$ cat config.mk
export PLATFORM = sky130hd
export DESIGN_NAME = key_debounce_repeat
export DESIGN_NICKNAME = d
export VERILOG_FILES = /design/src/rtl/key_debounce_repeat.sv
export SDC_FILE = /design/constraint.sdc
export NUM_CORES = 1
export LEC_CHECK = 0
export ABC_AREA = 1
export BUFFER_PORTS_ARGS = -buffer_cell sky130_fd_sc_hd__buf_4
export CORE_MARGIN = 5
export CORE_UTILIZATION = 35
export DETAILED_ROUTE_END_ITERATION = 6
export GPL_TIMING_DRIVEN = 0
export PLACE_DENSITY_LB_ADDON = 0.08
export RECOVER_POWER = 25
export SYNTH_ARGS = -nofsm -noshare
export SYNTH_HDL_FRONTEND = slang
export SYNTH_SLANG_ARGS = --single-unit
$ cat constraint.sdc
create_clock -name i_clk -period 5.1 [get_ports i_clk]
set_clock_uncertainty 0.15 [all_clocks]
set_input_delay 0.51 -clock i_clk [delete_from_list [all_inputs] [get_ports i_clk]]
set_output_delay 0.51 -clock i_clk [all_outputs]
set_load 0.005 [all_outputs]
$ cat src/rtl/key_debounce_repeat.sv
// Push-button conditioner: per key a 2-FF synchroniser, counter debounce, a press
// strobe and optional hold-to-auto-repeat. Each key runs independently.
module key_debounce_repeat #(
    parameter int                N_KEYS       = 3,
    parameter int                CNT_W        = 26,
    parameter int                DEBOUNCE_CYC = 500000,
    parameter int                REPEAT_DLY   = 25000000,
    parameter int                REPEAT_PER   = 5000000,
    parameter logic [N_KEYS-1:0] REPEAT_MASK  = 3'b110
) (
    input  logic              i_clk,
    input  logic              i_rst,
    input  logic [N_KEYS-1:0] i_key_n,
    output logic [N_KEYS-1:0] o_level,
    output logic [N_KEYS-1:0] o_pulse
);

    typedef enum logic [1:0] {
        ST_REL  = 2'b00,
        ST_HOLD = 2'b01,
        ST_RPT  = 2'b10
    } key_state_e;

    localparam logic [CNT_W-1:0] DEB_TC = CNT_W'(DEBOUNCE_CYC - 1);
    localparam logic [CNT_W-1:0] DLY_TC = CNT_W'(REPEAT_DLY - 1);
    localparam logic [CNT_W-1:0] PER_TC = CNT_W'(REPEAT_PER - 1);

    logic [N_KEYS-1:0] sync1_q;
    logic [N_KEYS-1:0] sync2_q;

    // Two-stage synchroniser; resets to the released (high) level.
    always_ff @(posedge i_clk) begin
        if (i_rst) begin
            sync1_q <= {N_KEYS{1'b1}};
            sync2_q <= {N_KEYS{1'b1}};
        end else begin
            sync1_q <= i_key_n;
            sync2_q <= sync1_q;
        end
    end

    for (genvar k = 0; k < N_KEYS; k++) begin : g_key
        logic [CNT_W-1:0] dcnt_q, dcnt_d;
        logic [CNT_W-1:0] rcnt_q, rcnt_d;
        logic             level_q, level_d;
        logic             pulse_q, pulse_d;
        key_state_e       state_q, state_d;
        logic             samp_s;
        logic             rise_s;
        logic             fall_s;

        assign samp_s = ~sync2_q[k];
        assign rise_s = level_d & ~level_q;
        assign fall_s = level_q & ~level_d;

        // Debounce: accept a new level after DEBOUNCE_CYC consecutive disagreeing samples.
        always_comb begin
            dcnt_d  = dcnt_q;
            level_d = level_q;
            if (samp_s == level_q) begin
                dcnt_d = {CNT_W{1'b0}};
            end else if (dcnt_q == DEB_TC) begin
                level_d = samp_s;
                dcnt_d  = {CNT_W{1'b0}};
            end else begin
                dcnt_d = dcnt_q + CNT_W'(1);
            end
        end

        // Press/repeat FSM; acts on the debounced level of this same edge so the
        // press strobe lines up with the level rise, and release beats a repeat.
        always_comb begin
            state_d = state_q;
            rcnt_d  = rcnt_q;
            pulse_d = 1'b0;
            case (state_q)
                ST_REL: begin
                    rcnt_d = {CNT_W{1'b0}};
                    if (rise_s) begin
                        pulse_d = 1'b1;
                        state_d = ST_HOLD;
                    end else begin
                        state_d = ST_REL;
                    end
                end
                ST_HOLD: begin
                    if (fall_s) begin
                        state_d = ST_REL;
                        rcnt_d  = {CNT_W{1'b0}};
                    end else if (!REPEAT_MASK[k]) begin
                        rcnt_d = {CNT_W{1'b0}};
                    end else if (rcnt_q == DLY_TC) begin
                        pulse_d = 1'b1;
                        rcnt_d  = {CNT_W{1'b0}};
                        state_d = ST_RPT;
                    end else begin
                        rcnt_d = rcnt_q + CNT_W'(1);
                    end
                end
                ST_RPT: begin
                    if (fall_s) begin
                        state_d = ST_REL;
                        rcnt_d  = {CNT_W{1'b0}};
                    end else if (rcnt_q == PER_TC) begin
                        pulse_d = 1'b1;
                        rcnt_d  = {CNT_W{1'b0}};
                    end else begin
                        rcnt_d = rcnt_q + CNT_W'(1);
                    end
                end
                default: begin
                    state_d = ST_REL;
                    rcnt_d  = {CNT_W{1'b0}};
                end
            endcase
        end

        // Per-key state registers.
        always_ff @(posedge i_clk) begin
            if (i_rst) begin
                dcnt_q  <= {CNT_W{1'b0}};
                rcnt_q  <= {CNT_W{1'b0}};
                level_q <= 1'b0;
                pulse_q <= 1'b0;
                state_q <= ST_REL;
            end else begin
                dcnt_q  <= dcnt_d;
                rcnt_q  <= rcnt_d;
                level_q <= level_d;
                pulse_q <= pulse_d;
                state_q <= state_d;
            end
        end

        assign o_level[k] = level_q;
        assign o_pulse[k] = pulse_q;
    end

endmodule

---- Word level (Yosys, flattened, before mapping) ----
Index checks and enable logic that the tools add are counted.
operators by class
  multiplexer cells ....................... 45
  equality and inequality tests ........... 22
  $add $sub $neg .......................... 6
  reductions and logical operators ........ 10
  bitwise gates (word level) .............. 16
operators with widths
  kind                                                   count
  2-to-1 mux 26 bit                                      8
  adder 26 x 1 -> 26 bit, second input constant          6
  one-hot mux 26 bit (2 select lines)                    2
  equality test 26 x 19 -> 1 bit, second input constant  3
  equality test 26 x 23 -> 1 bit, second input constant  3
  equality test 26 x 25 -> 1 bit, second input constant  2
  2-to-1 mux 1 bit                                       22
  2-to-1 mux 2 bit                                       7
  one-hot mux 2 bit (3 select lines)                     2
  inverter 1 bit                                         10
  OR reduction 3 bit                                     3
  bitwise AND 1 bit                                      6
  equality test 2 x 1 -> 1 bit, second input constant    3
  equality test 2 bit, second input constant             3
  logical NOT 2 bit                                      3
  inequality test 3 bit, second input constant           2
  one-hot mux 1 bit (3 select lines)                     2
  inequality test 2 bit, second input constant           2
  one-hot mux 2 bit (2 select lines)                     1
  AND reduction 2 bit                                    2
  OR reduction 4 bit                                     1
  equality test 1 bit                                    3
  inequality test 2 x 1 -> 1 bit, second input constant  1
  one-hot mux 1 bit (2 select lines)                     1
  OR reduction 2 bit                                     1
word-level totals
  output and inout bits ................... 6
  word-level logic and storage cells ...... 116
  input bits .............................. 5
  register bits ........................... 174

---- Longest topological paths before layout ----
Gate-level depths: netlist (run 1).
  depth in word-level cells ............... 7
  depth in mapped cells ................... 14
  gate-level depth less buffers ........... 13

---- Worst setup path after synthesis (run 1) ----
No wires, ideal clock.
  path kind ............................... reg-to-reg
  start point ............................. reg g_key[1].dcnt_q[0]
  end point ............................... reg g_key[1].rcnt_q[10]
  required time ........................... 4833 ps
  buffers on the path ..................... 1
  setup slack ............................. 3238 ps
  arrival ................................. 1596 ps
  library setup time ...................... 117 ps
  period minus slack after synthesis ...... 1862 ps
  stages on the path, launching flop included .. 14
  path through ............................ dfxtp_1 > ha_1 > nand3_2 > nor2_1 > nand2_1 > nor2_4 > nand3_4 > nand2_4 > inv_4 > nand2_4 > nand2_4 > nand2_4 > buf_12 > nor2_2
on the way
  cells in the longest elaborated chain, start to end .. 7
  elaborated cells between the ends (all ways) .. 8
  classes of those cells .................. eq/ne (1); mux (5); bitwise (2)
RTL lines
  element                                      RTL line  text
  start: declaration                           43        logic [CNT_W-1:0] dcnt_q, dcnt_d;
  start signal: assignment                     121       dcnt_q <= {CNT_W{1'b0}};
  start signal: assignment                     127       dcnt_q <= dcnt_d;
  equality test 26 x 19 -> 1 bit (*)           62        end else if (dcnt_q == DEB_TC) begin
  2-to-1 mux 1 bit (*)                         62
  2-to-1 mux 1 bit (*)                         60        if (samp_s == level_q) begin
  inverter 1 bit (*)                           54        assign fall_s = level_q & ~level_d;
  bitwise AND 1 bit (*)                        54
  2-to-1 mux 26 bit, on equally long branches  101, 87
  one-hot mux 26 bit (2 select lines) (*)      76        case (state_q)
  end signal: assignment                       122       rcnt_q <= {CNT_W{1'b0}};
  end signal: assignment                       128       rcnt_q <= rcnt_d;
  end: declaration                             44        logic [CNT_W-1:0] rcnt_q, rcnt_d;
Mark *: on every way between the ends. The rest lies on a longest branch, timed or not.
A chain may end at the register's enable or synchronous reset.

---- Worst setup path after layout (run 1) ----
  start point ............................. reg g_key[1].dcnt_q[0]
  end point ............................... reg g_key[1].rcnt_q[15]
The elaborated chain is that of the path after synthesis.

==> summary.txt, run 1 <==
Placement
  • Placed cell areas: about 8000 um2
  • Cell Count Post-Placement: between 1k and 1.5k
  • Port Buf Inserts: 10
  • Placer Congestion: 0.823
  • Final HPWL DP: ~13000 um

Synthesis
  • Distinct cell type count after synthesis: 37
  • Post-synth top flop: sky130_fd_sc_hd__dfxtp_1
  • Cell types with the highest counts after synthesis: sky130_fd_sc_hd__nand2_1 (200), sky130_fd_sc_hd__nor2_1 (196), sky130_fd_sc_hd__inv_1 (151)
  • Fraction of synthesis flops using an asynchronous set or reset pin: 0%
  • Number of warning messages in the yosys log: 0
  • Mapped Cells: 1102
  • Share of Yosys cell area claimed by the top area cell type: a little under two fifths
  • Cell with the most instances after synthesis: sky130_fd_sc_hd__nand2_1
  • Yosys top cell by area: sky130_fd_sc_hd__dfxtp_1
  • Number of synthesized register bits: 147
  • Cell types with the largest area share after synthesis: sky130_fd_sc_hd__dfxtp_1 (38%), sky130_fd_sc_hd__nand2_1 (9.8%), sky130_fd_sc_hd__nor2_1 (9.6%)
  • Per-instance average area after synthesis: 6.96 um2
  • Number of enable flip-flop cells after synthesis: 0
  • Post-synthesis sequential area ratio: between 30% and 40%
  • Area of the mapped netlist: between 7000 and 8000 um2
  • Number of nets in the synthesized netlist: about 1.1k

Drt
  • First-iteration detailed-routing DRC count: between 200 and 300
  • Via count: about 6.6k
  • Average wire length per cell after detail routing: roughly 12 um
  • Drt first pass iters: 5
  • DRT Wirelength: roughly 17000 um
  • Via density per instance: approximately 4.6
  • Number of nets with antenna violations after routing: 0
  • DR DRC count: 0

Global route
  • Initial antenna violation count: 0
  • Total global routing overflow: 0
  • First-pass GRT wire length: 29700 um
  • Largest net degree at the start of global routing: 17
  • Via count of the first global-routing pass: between 6k and 7k
  • Overall routing resource usage: between 10% and 20%

Hold path
  • Class of the most critical hold timing path: input pin to flop

STA
  • Min cycle time layout: about 2.7 ns
  • Hold violation count in the final report: 0
  • Achievable frequency: about 370 MHz
  • Worst-margin pin slew: slightly below 0.6 ns
  • Slew margin rel.: 61.2%
  • Setup repair after global routing missed its margin: no
  • Max Transition Viols Final: 0
  • Period utilisation layout: about 53%
  • Setup violations, final: 0
  • Final setup TNS: 0 ns

Power
  • Worst vdd rail ir drop: between 0.0001 and 0.00015 V
  • Areal power density over the cells: 272 nW/um2
  • Lkg Pwr: between 3 and 4 nW

Critical path
  • Kind of end point of the critical path: flop
  • Max stage delay cell, worst path: sky130_fd_sc_hd__dfxtp_1
  • Worst path max stage delay: 0.39 ns
  • Critical path launch point type: flop
  • Crit Path Category: flop to flop
  • Arrival time of data at the critical path endpoint: around 2.9 ns
  • Data required time at the worst endpoint: ~5.3 ns
  • Ordered list of cells on the worst path: ha_1 -> nand3_1 -> nor2_1 -> nand2_1 -> nor2_1 -> nand3_1 -> nand2_1 -> inv_4 -> nand2_1 -> nand2_4 -> nand2_4 -> buf_6 -> nor2_1
  • Maximum fanout count along the critical path: 10

Clocking
  • CTS sink cnt: ~150
  • Worst-skew pair later-pin latency: roughly 0.42 ns
  • Clock tree from TritonCTS: yes
  • Post-cts resize count: 0
  • H-Tree Level Count: 4
  • Number of buffers inserted to repair setup after CTS: 0
  • Number of buffers created by CTS: 17
  • Cts-stage hold buffer count: 0
  • Maximum number of buffers from clock root to sink: 2
  • Clk pin slew, worst setup/hold paths: around 0.060 ns
  • Clock Root Buffer: sky130_fd_sc_hd__clkbuf_16

Floorplan
  • Die Ht: ~160 um
  • Die footprint: 25000 um2
  • Effective utilization at floorplan: a little over a third
  • Die Span X: roughly 160 um
  • Placeable Area: about 22000 um2
  • Io pins: 11
  • Std cell rows: between 50 and 60

Cells and area
  • Post-synthesis to final-layout area growth: 11.9%
  • Multi-input gate area in the final layout: approximately 4000 um2
  • Nets: roughly 1.1k
  • Ratio of cells with drive above 1 in the final layout: under 10%
  • Diodes inserted: 0
  • Count of placed standard cells in the final layout, fillers left out: roughly 1.4k
  • Storage cell area: 2940 um2
  • Filler cell count: approximately 2.3k
  • Final std cell area, no fill: between 8000 and 9000 um2

Outcome
  • Outcome: finished clean

Job
  • Maxcap violations: 0
==> per-layer routing <==
layer / vias up / routed length (um) / GRT usage [%]
li1: 3585 / - / -
met1: 2928 / 8850 / 19.5
met2: 66 / 7700 / 23.3
met3: 14 / 427 / 3.01
met4: 0 / 214 / 4.71
met5: - / 0 / 0
==> final cells by class <==
| cell class | instances | share of cell area, % |
|---|---|---|
| Timing Repair Buffer | 10 | 0.831 |
| Clock buffer | 21 | 5.48 |
| Tap cell | 280 | 4.08 |
| Clock inverter | 11 | 0.933 |
| Buffer | 20 | 1.59 |
| Multi-Input combinational cell | 783 | 46.1 |
| Inverter | 152 | 6.68 |
| Sequential cell | 147 | 34.3 |
==> sequential cells by signal, summed over array words and instances (netlist names) <==
signal / count
sync2_q: 3
sync1_q: 3
g_key.state_q: 5
g_key.pulse_q: 3
g_key.level_q: 3
g_key.dcnt_q: 78
g_key.rcnt_q: 52
==> final timing paths <==
| path | start | endpoint | slack, ns | cells after the start |
|---|---|---|---|---|
| max | g_key[1].dcnt_q[0] | g_key[1].rcnt_q[15] | 2.42 | 13 |
| min | i_key_n[2] | sync1_q[2] | 0.13 | 2 |
| max reg2reg | g_key[1].dcnt_q[0] | g_key[1].rcnt_q[15] | 2.42 | 13 |
| min reg2reg | sync1_q[0] | sync2_q[0] | 0.26 | 1 |
==> critical path: cells and delay by family, from the launching register on <==
kind                     cells  cell delay [ns]
adder cells (fa/ha/maj)      1             0.21
buffers and inverters        2             0.18
flip-flops                   1             0.39
AND/OR/NAND/NOR             10             1.65
==> metrics by stage <==
stage	hold WS (ns)	setup WS (ns)	util [%]	power (W)
after floorplan	0.239	3.24	-	0.00119
after global placement	0.244	2.88	37.3	0.00120
after detailed placement	0.243	2.85	37.3	0.00120
after CTS	0.101	2.84	39.9	0.00238
after global routing	0.109	2.10	39.6	0.00243
final	0.126	2.42	39.6	0.00234
==> kinds of logic after synthesis <==
logic type / Yosys count / synth area share (%)
compound gates: 82 / 5.78
buf+inv: 172 / 9.37
fa+ha+maj: 13 / 2.12
xor+xnor: 49 / 5.60
flops: 147 / 38.4
simple gates: 639 / 38.8
==> report_power, final <==
part	internal [W]	switching, W	leakage [nW]	total (W)
clock network	0.000660	0.000505	0.250	0.00117
registers	0.00115	0.00000158	1.19	0.00115
logic	0.00000580	0.0000120	1.62	0.0000178
==> cell usage in the layout, fill, tap and decap left out, types with 13 or more instances in the layout <==
master / synthesis / routed
sky130_fd_sc_hd__nand4_1: 36 / 36
sky130_fd_sc_hd__dfxtp_1: 147 / 147
sky130_fd_sc_hd__or2_2: 13 / 13
sky130_fd_sc_hd__xnor2_1: 15 / 15
sky130_fd_sc_hd__ha_1: 13 / 13
sky130_fd_sc_hd__nand2_1: 200 / 203
sky130_fd_sc_hd__o21ai_0: 22 / 22
sky130_fd_sc_hd__nor2_1: 196 / 199
sky130_fd_sc_hd__clkbuf_16: 0 / 17
sky130_fd_sc_hd__nor3_1: 61 / 61
sky130_fd_sc_hd__inv_1: 151 / 151
sky130_fd_sc_hd__nor3b_1: 13 / 13
sky130_fd_sc_hd__a21oi_1: 44 / 44
sky130_fd_sc_hd__xor2_1: 34 / 34
sky130_fd_sc_hd__nand3_1: 67 / 69
(Power assumes the default switching activity.)
==> run 2, diff against run 1 <==
--- a/config.mk
+++ b/config.mk
@@ -5,7 +5,7 @@
 export SDC_FILE = /design/constraint.sdc
 export NUM_CORES = 1
 export LEC_CHECK = 0
-export ABC_AREA = 1
+export ABC_AREA = 0
 export BUFFER_PORTS_ARGS = -buffer_cell sky130_fd_sc_hd__buf_4
 export CORE_MARGIN = 5
 export CORE_UTILIZATION = 35
==> constraint.sdc (replaced) <==
create_clock -name i_clk -period 2.3 [get_ports i_clk]
set_clock_uncertainty 0.15 [all_clocks]
set_input_delay 0.23 -clock i_clk [delete_from_list [all_inputs] [get_ports i_clk]]
set_output_delay 0.23 -clock i_clk [all_outputs]
set_load 0.005 [all_outputs]
==> run 2 against run 1 <==
The flow now finishes with violations (setup timing). Flip-flop and latch count is the same. Final cell count shrank 21%. Wire length shrank 15%. Non-clock buffer count grew 38. Maximum frequency grew 12%. Sequential share of layout area grew 0.42 points. Register-to-register slack lost 2.5 ns. Synthesized cell count shrank 28%. Critical path type unchanged. Highest routed layer unchanged.
==> summary.txt, run 2 <==
Outcome
  • Outcome: finished with violations (was finished clean)
  • Violations in the final reports: setup timing

Cells and area
  • Storage cell area: 2970 um2 (was 2940 um2)
  • Ratio of cells with drive above 1 in the final layout: 18.9% (was 8.30%)
  • Largest register by flop count: g_key.dcnt_q (unchanged)
  • Multi-input gate area in the final layout: 3840 um2 (was 3960 um2)
  • Largest register FFs: 78 (unchanged)
  • Post-synthesis to final-layout area growth: 26.2% (was 11.9%)
  • Largest registers: g_key.dcnt_q: 78 flops, g_key.rcnt_q: 52 flops, g_key.state_q: 5 flops (unchanged)
  • Diodes inserted: 0 (unchanged)
  • Nets: 864 (was 1149)
  • Filler cell count: 1897 (was 2340)
  • Top library cells by usage in the layout, fill and taps aside: sky130_fd_sc_hd__dfxtp_1 (136), sky130_fd_sc_hd__nor2_1 (125), sky130_fd_sc_hd__xnor2_1 (62) (was sky130_fd_sc_hd__nand2_1 (203), sky130_fd_sc_hd__nor2_1 (199), sky130_fd_sc_hd__inv_1 (151))
  • Most frequent standard cell in the layout excluding fill and tap cells: sky130_fd_sc_hd__dfxtp_1 (was sky130_fd_sc_hd__nand2_1)

Critical path
  • Source of the worst register-to-register timing path: g_key[1].dcnt_q[6] (was g_key[1].dcnt_q[0])
  • Crit Path Category: flop to flop (unchanged)
  • Worst setup path startpoint: g_key[1].dcnt_q[6] (was g_key[1].dcnt_q[0])
  • Max stage delay cell, worst path: sky130_fd_sc_hd__or4_4 (was sky130_fd_sc_hd__dfxtp_1)
  • Maximum fanout count along the critical path: 5 (was 10)
  • Kind of end point of the critical path: flop (unchanged)
  • Buffer and inverter count on the worst path: 3 (was 2)
  • Ordered list of cells on the worst path: or4b_1 -> or4_4 -> nor3_4 -> a2111o_1 -> buf_6 -> buf_12 -> buf_8 -> nor2_2 (was ha_1 -> nand3_1 -> nor2_1 -> nand2_1 -> nor2_1 -> nand3_1 -> nand2_1 -> inv_4 -> nand2_1 -> nand2_4 -> nand2_4 -> buf_6 -> nor2_1)
  • Worst path max stage delay: 0.54 ns (was 0.39 ns)
  • Critical path launch point type: flop (unchanged)
  • Arrival time of data at the critical path endpoint: 2.55 ns (was 2.85 ns)
  • Family with the most delay on the worst path: simple AND/OR/NAND/NOR gates (unchanged)
  • Data required time at the worst endpoint: 2.46 ns (was 5.26 ns)

Clocking
  • Clk pin slew, worst setup/hold paths: 0.06 ns (about the same)
  • H-Tree Level Count: 4 (unchanged)
  • Clock Root Buffer: sky130_fd_sc_hd__clkbuf_16 (unchanged)
  • Number of buffers created by CTS: 17 (unchanged)
  • Clock tree from TritonCTS: yes (unchanged)
  • CTS sink cnt: 147 (unchanged)
  • Maximum number of buffers from clock root to sink: 2 (unchanged)
  • Worst-skew pair later-pin latency: 0.42 ns (about the same)

Job
  • Maxcap violations: 0 (unchanged)

Floorplan
  • Io pins: 11 (unchanged)
  • Die Ht: 149 um (was 158 um)
  • Std cell rows: 50 (was 54)
  • Die footprint: 22200 um2 (was 25000 um2)
  • Die Span X: 149 um (was 158 um)
  • Effective utilization at floorplan: 35.8% (was 35.4%)
  • Placeable Area: 18900 um2 (was 21700 um2)

Power
  • Areal power density over the cells: 662 nW/um2 (was 272 nW/um2)
  • Worst vdd rail ir drop: 0.000481 V (was 0.000147 V)
  • Lkg Pwr: 2.71 nW (was 3.06 nW)

Synthesis
  • Cell types with the largest area share after synthesis: sky130_fd_sc_hd__dfxtp_1 (43%), sky130_fd_sc_hd__nor2_1 (9.1%), sky130_fd_sc_hd__xnor2_1 (8.0%) (was sky130_fd_sc_hd__dfxtp_1 (38%), sky130_fd_sc_hd__nand2_1 (9.8%), sky130_fd_sc_hd__nor2_1 (9.6%))
  • Area of the mapped netlist: 6770 um2 (was 7670 um2)
  • Per-instance average area after synthesis: 8.58 um2 (was 6.96 um2)
  • Cell with the most instances after synthesis: sky130_fd_sc_hd__nor2_1 (was sky130_fd_sc_hd__nand2_1)
  • Mapped Cells: 789 (was 1102)
  • Cell types with the highest counts after synthesis: sky130_fd_sc_hd__nor2_1 (164), sky130_fd_sc_hd__dfxtp_1 (147), sky130_fd_sc_hd__xnor2_1 (62) (was sky130_fd_sc_hd__nand2_1 (200), sky130_fd_sc_hd__nor2_1 (196), sky130_fd_sc_hd__inv_1 (151))
  • Fraction of synthesis flops using an asynchronous set or reset pin: 0% (unchanged)
  • Post-synthesis sequential area ratio: 43.5% (was 38.4%)
  • Number of synthesized register bits: 147 (unchanged)
  • Number of warning messages in the yosys log: 0 (unchanged)
  • Distinct cell type count after synthesis: 43 (was 37)
  • Post-synth top flop: sky130_fd_sc_hd__dfxtp_1 (unchanged)
  • Number of nets in the synthesized netlist: 807 (was 1120)
  • Share of Yosys cell area claimed by the top area cell type: 43.5% (was 38.4%)
  • Number of enable flip-flop cells after synthesis: 0 (unchanged)
  • Yosys top cell by area: sky130_fd_sc_hd__dfxtp_1 (unchanged)

STA
  • Worst setup slack after layout: -0.0950 ns (was 2.42 ns)
  • Hold violation count in the final report: 0 (unchanged)
  • Min cycle time layout: 2.39 ns (was 2.68 ns)
  • Worst hold margin: 0.263 ns (was 0.126 ns)
  • Setup repair after global routing missed its margin: yes (was no)
  • Max Transition Viols Final: 0 (unchanged)
  • Slew margin rel.: 59.4% (was 61.2%)
  • Worst-margin pin slew: 0.603 ns (was 0.576 ns)
  • Achievable frequency: 418 MHz (was 373 MHz)
  • Setup violations, final: 55 (was 0)
  • Period utilisation layout: 104% (was 52.6%)

Hold path
  • Class of the most critical hold timing path: flop to flop (was input pin to flop)
  • Worst Hold Launch: sync1_q[1] (was i_key_n[2])

Global route
  • Via count of the first global-routing pass: 5328 (was 6392)
  • Initial antenna violation count: 0 (unchanged)
  • Overall routing resource usage: 13.5% (was 14.5%)
  • First-pass GRT wire length: 24900 um (was 29700 um)
  • Total global routing overflow: 0 (unchanged)
  • Largest net degree at the start of global routing: 17 (unchanged)

Drt
  • DR DRC count: 0 (unchanged)
  • Via count: 5449 (was 6593)
  • Average wire length per cell after detail routing: 13.0 um (was 12.1 um)
  • Via density per instance: 4.87 (was 4.63)
  • DRT Wirelength: 14600 um (was 17200 um)
  • Drt first pass iters: 4 (was 5)
  • First-iteration detailed-routing DRC count: 215 (was 293)
  • Number of nets with antenna violations after routing: 0 (unchanged)

Placement
  • Placement-stage worst setup slack: -0.316 ns (was 2.85 ns)
  • Port Buf Inserts: 10 (unchanged)
  • Final HPWL DP: 9810 um (was 13000 um)
  • Placer Congestion: 0.785 (was 0.823)
## run 2: cell types whose count changed in the layout (fill, tap and decap cells not counted), moves of 19 or more
| cell | previous run | this run |
|---|---|---|
| sky130_fd_sc_hd__nor2_2 | 12 | 31 |
| sky130_fd_sc_hd__a21oi_1 | 44 | 4 |
| sky130_fd_sc_hd__inv_1 | 151 | 26 |
| sky130_fd_sc_hd__xor2_1 | 34 | 58 |
| sky130_fd_sc_hd__nand2_1 | 203 | 52 |
| sky130_fd_sc_hd__xnor2_1 | 15 | 62 |
| sky130_fd_sc_hd__nor2_1 | 199 | 125 |
| sky130_fd_sc_hd__nor3_1 | 61 | 27 |
## run 2: path summary, 6_finish.rpt
check	endpoint	cells after the start	slack [ns]
max	g_key[1].rcnt_q[11]	8	-0.09
min reg2reg	sync2_q[1]	1	0.26
max reg2reg	g_key[1].rcnt_q[11]	8	-0.09
min	sync2_q[1]	1	0.26
## run 2: timing repair
item / 4_1_cts / 5_1_grt
setup buffers: 17 / 6
hold buffers: 3 / 0
pin swaps: 28 / 18
endpoints found under the hold margin: 3 / 0
endpoints found under the setup margin: 117 / 115
cloned: 4 / 2
resized for setup: 58 / 69
## run 2: final cells by class
class                   instances  area share [%]
clock buffers                  23            5.59
plain buffers                  28            2.77
repair buffers                 40            5.01
clock inverters                 9            2.05
well taps                     260            3.81
flip-flops and latches        147            34.7
inverters                      26            1.14
multi-input cells             586            44.9
## run 2: worst register-to-register path, cell delays in order (launching register included)
cell                       delay (ns)
sky130_fd_sc_hd__dfxtp_4         0.34
sky130_fd_sc_hd__or4b_1          0.53
sky130_fd_sc_hd__or4_4           0.54
sky130_fd_sc_hd__nor3_4          0.17
sky130_fd_sc_hd__a2111o_1        0.16
sky130_fd_sc_hd__buf_6           0.14
sky130_fd_sc_hd__buf_12          0.11
sky130_fd_sc_hd__buf_8           0.11
sky130_fd_sc_hd__nor2_2          0.04
## run 2: kinds of logic after synthesis
| kind of cell | count (synthesis) | share of synthesized area, % |
|---|---|---|
| compound gates | 19 | 1.92 |
| xor+xnor | 120 | 15.5 |
| fa+ha+maj | 13 | 2.40 |
| buf+inv | 56 | 4.18 |
| flops | 147 | 43.5 |
| mux | 4 | 0.591 |
| simple gates | 430 | 31.9 |
## run 2: routing by layer
metal / global-route usage, % / part of all wire, % / routed length (um) / vias up
li1: - / - / - / 2789
met1: 17.3 / 49 / 7070 / 2602
met2: 22.2 / 47 / 6890 / 44
met3: 3.59 / 2.5 / 361 / 14
met4: 4.62 / 1.6 / 228 / 0
met5: 0 / 0 / 0 / -
## run 2: power breakdown
group | total [W] | leakage, nW | internal, W | switching, W
sequential | 0.00255 | 1.19 | 0.00255 | 0.00000496
clock | 0.00305 | 0.313 | 0.00201 | 0.00104
combinational | 0.0000558 | 1.20 | 0.0000276 | 0.0000282
## run 2: per-stage QoR
step	utilization (%)	total power (W)	setup TNS (ns)	instances	cell area (um2)
5_1_grt	45.2	0.00588	-7.90	1119	8540
2_1_floorplan	-	0.00264	0	789	6770
3_5_place_dp	38.0	0.00266	-23.11	1059	7170
3_3_place_gp	38.0	0.00266	-18.92	1059	7170
6_report	45.2	0.00566	-3.42	1119	8540
4_1_cts	43.8	0.00574	-1.61	1114	8280
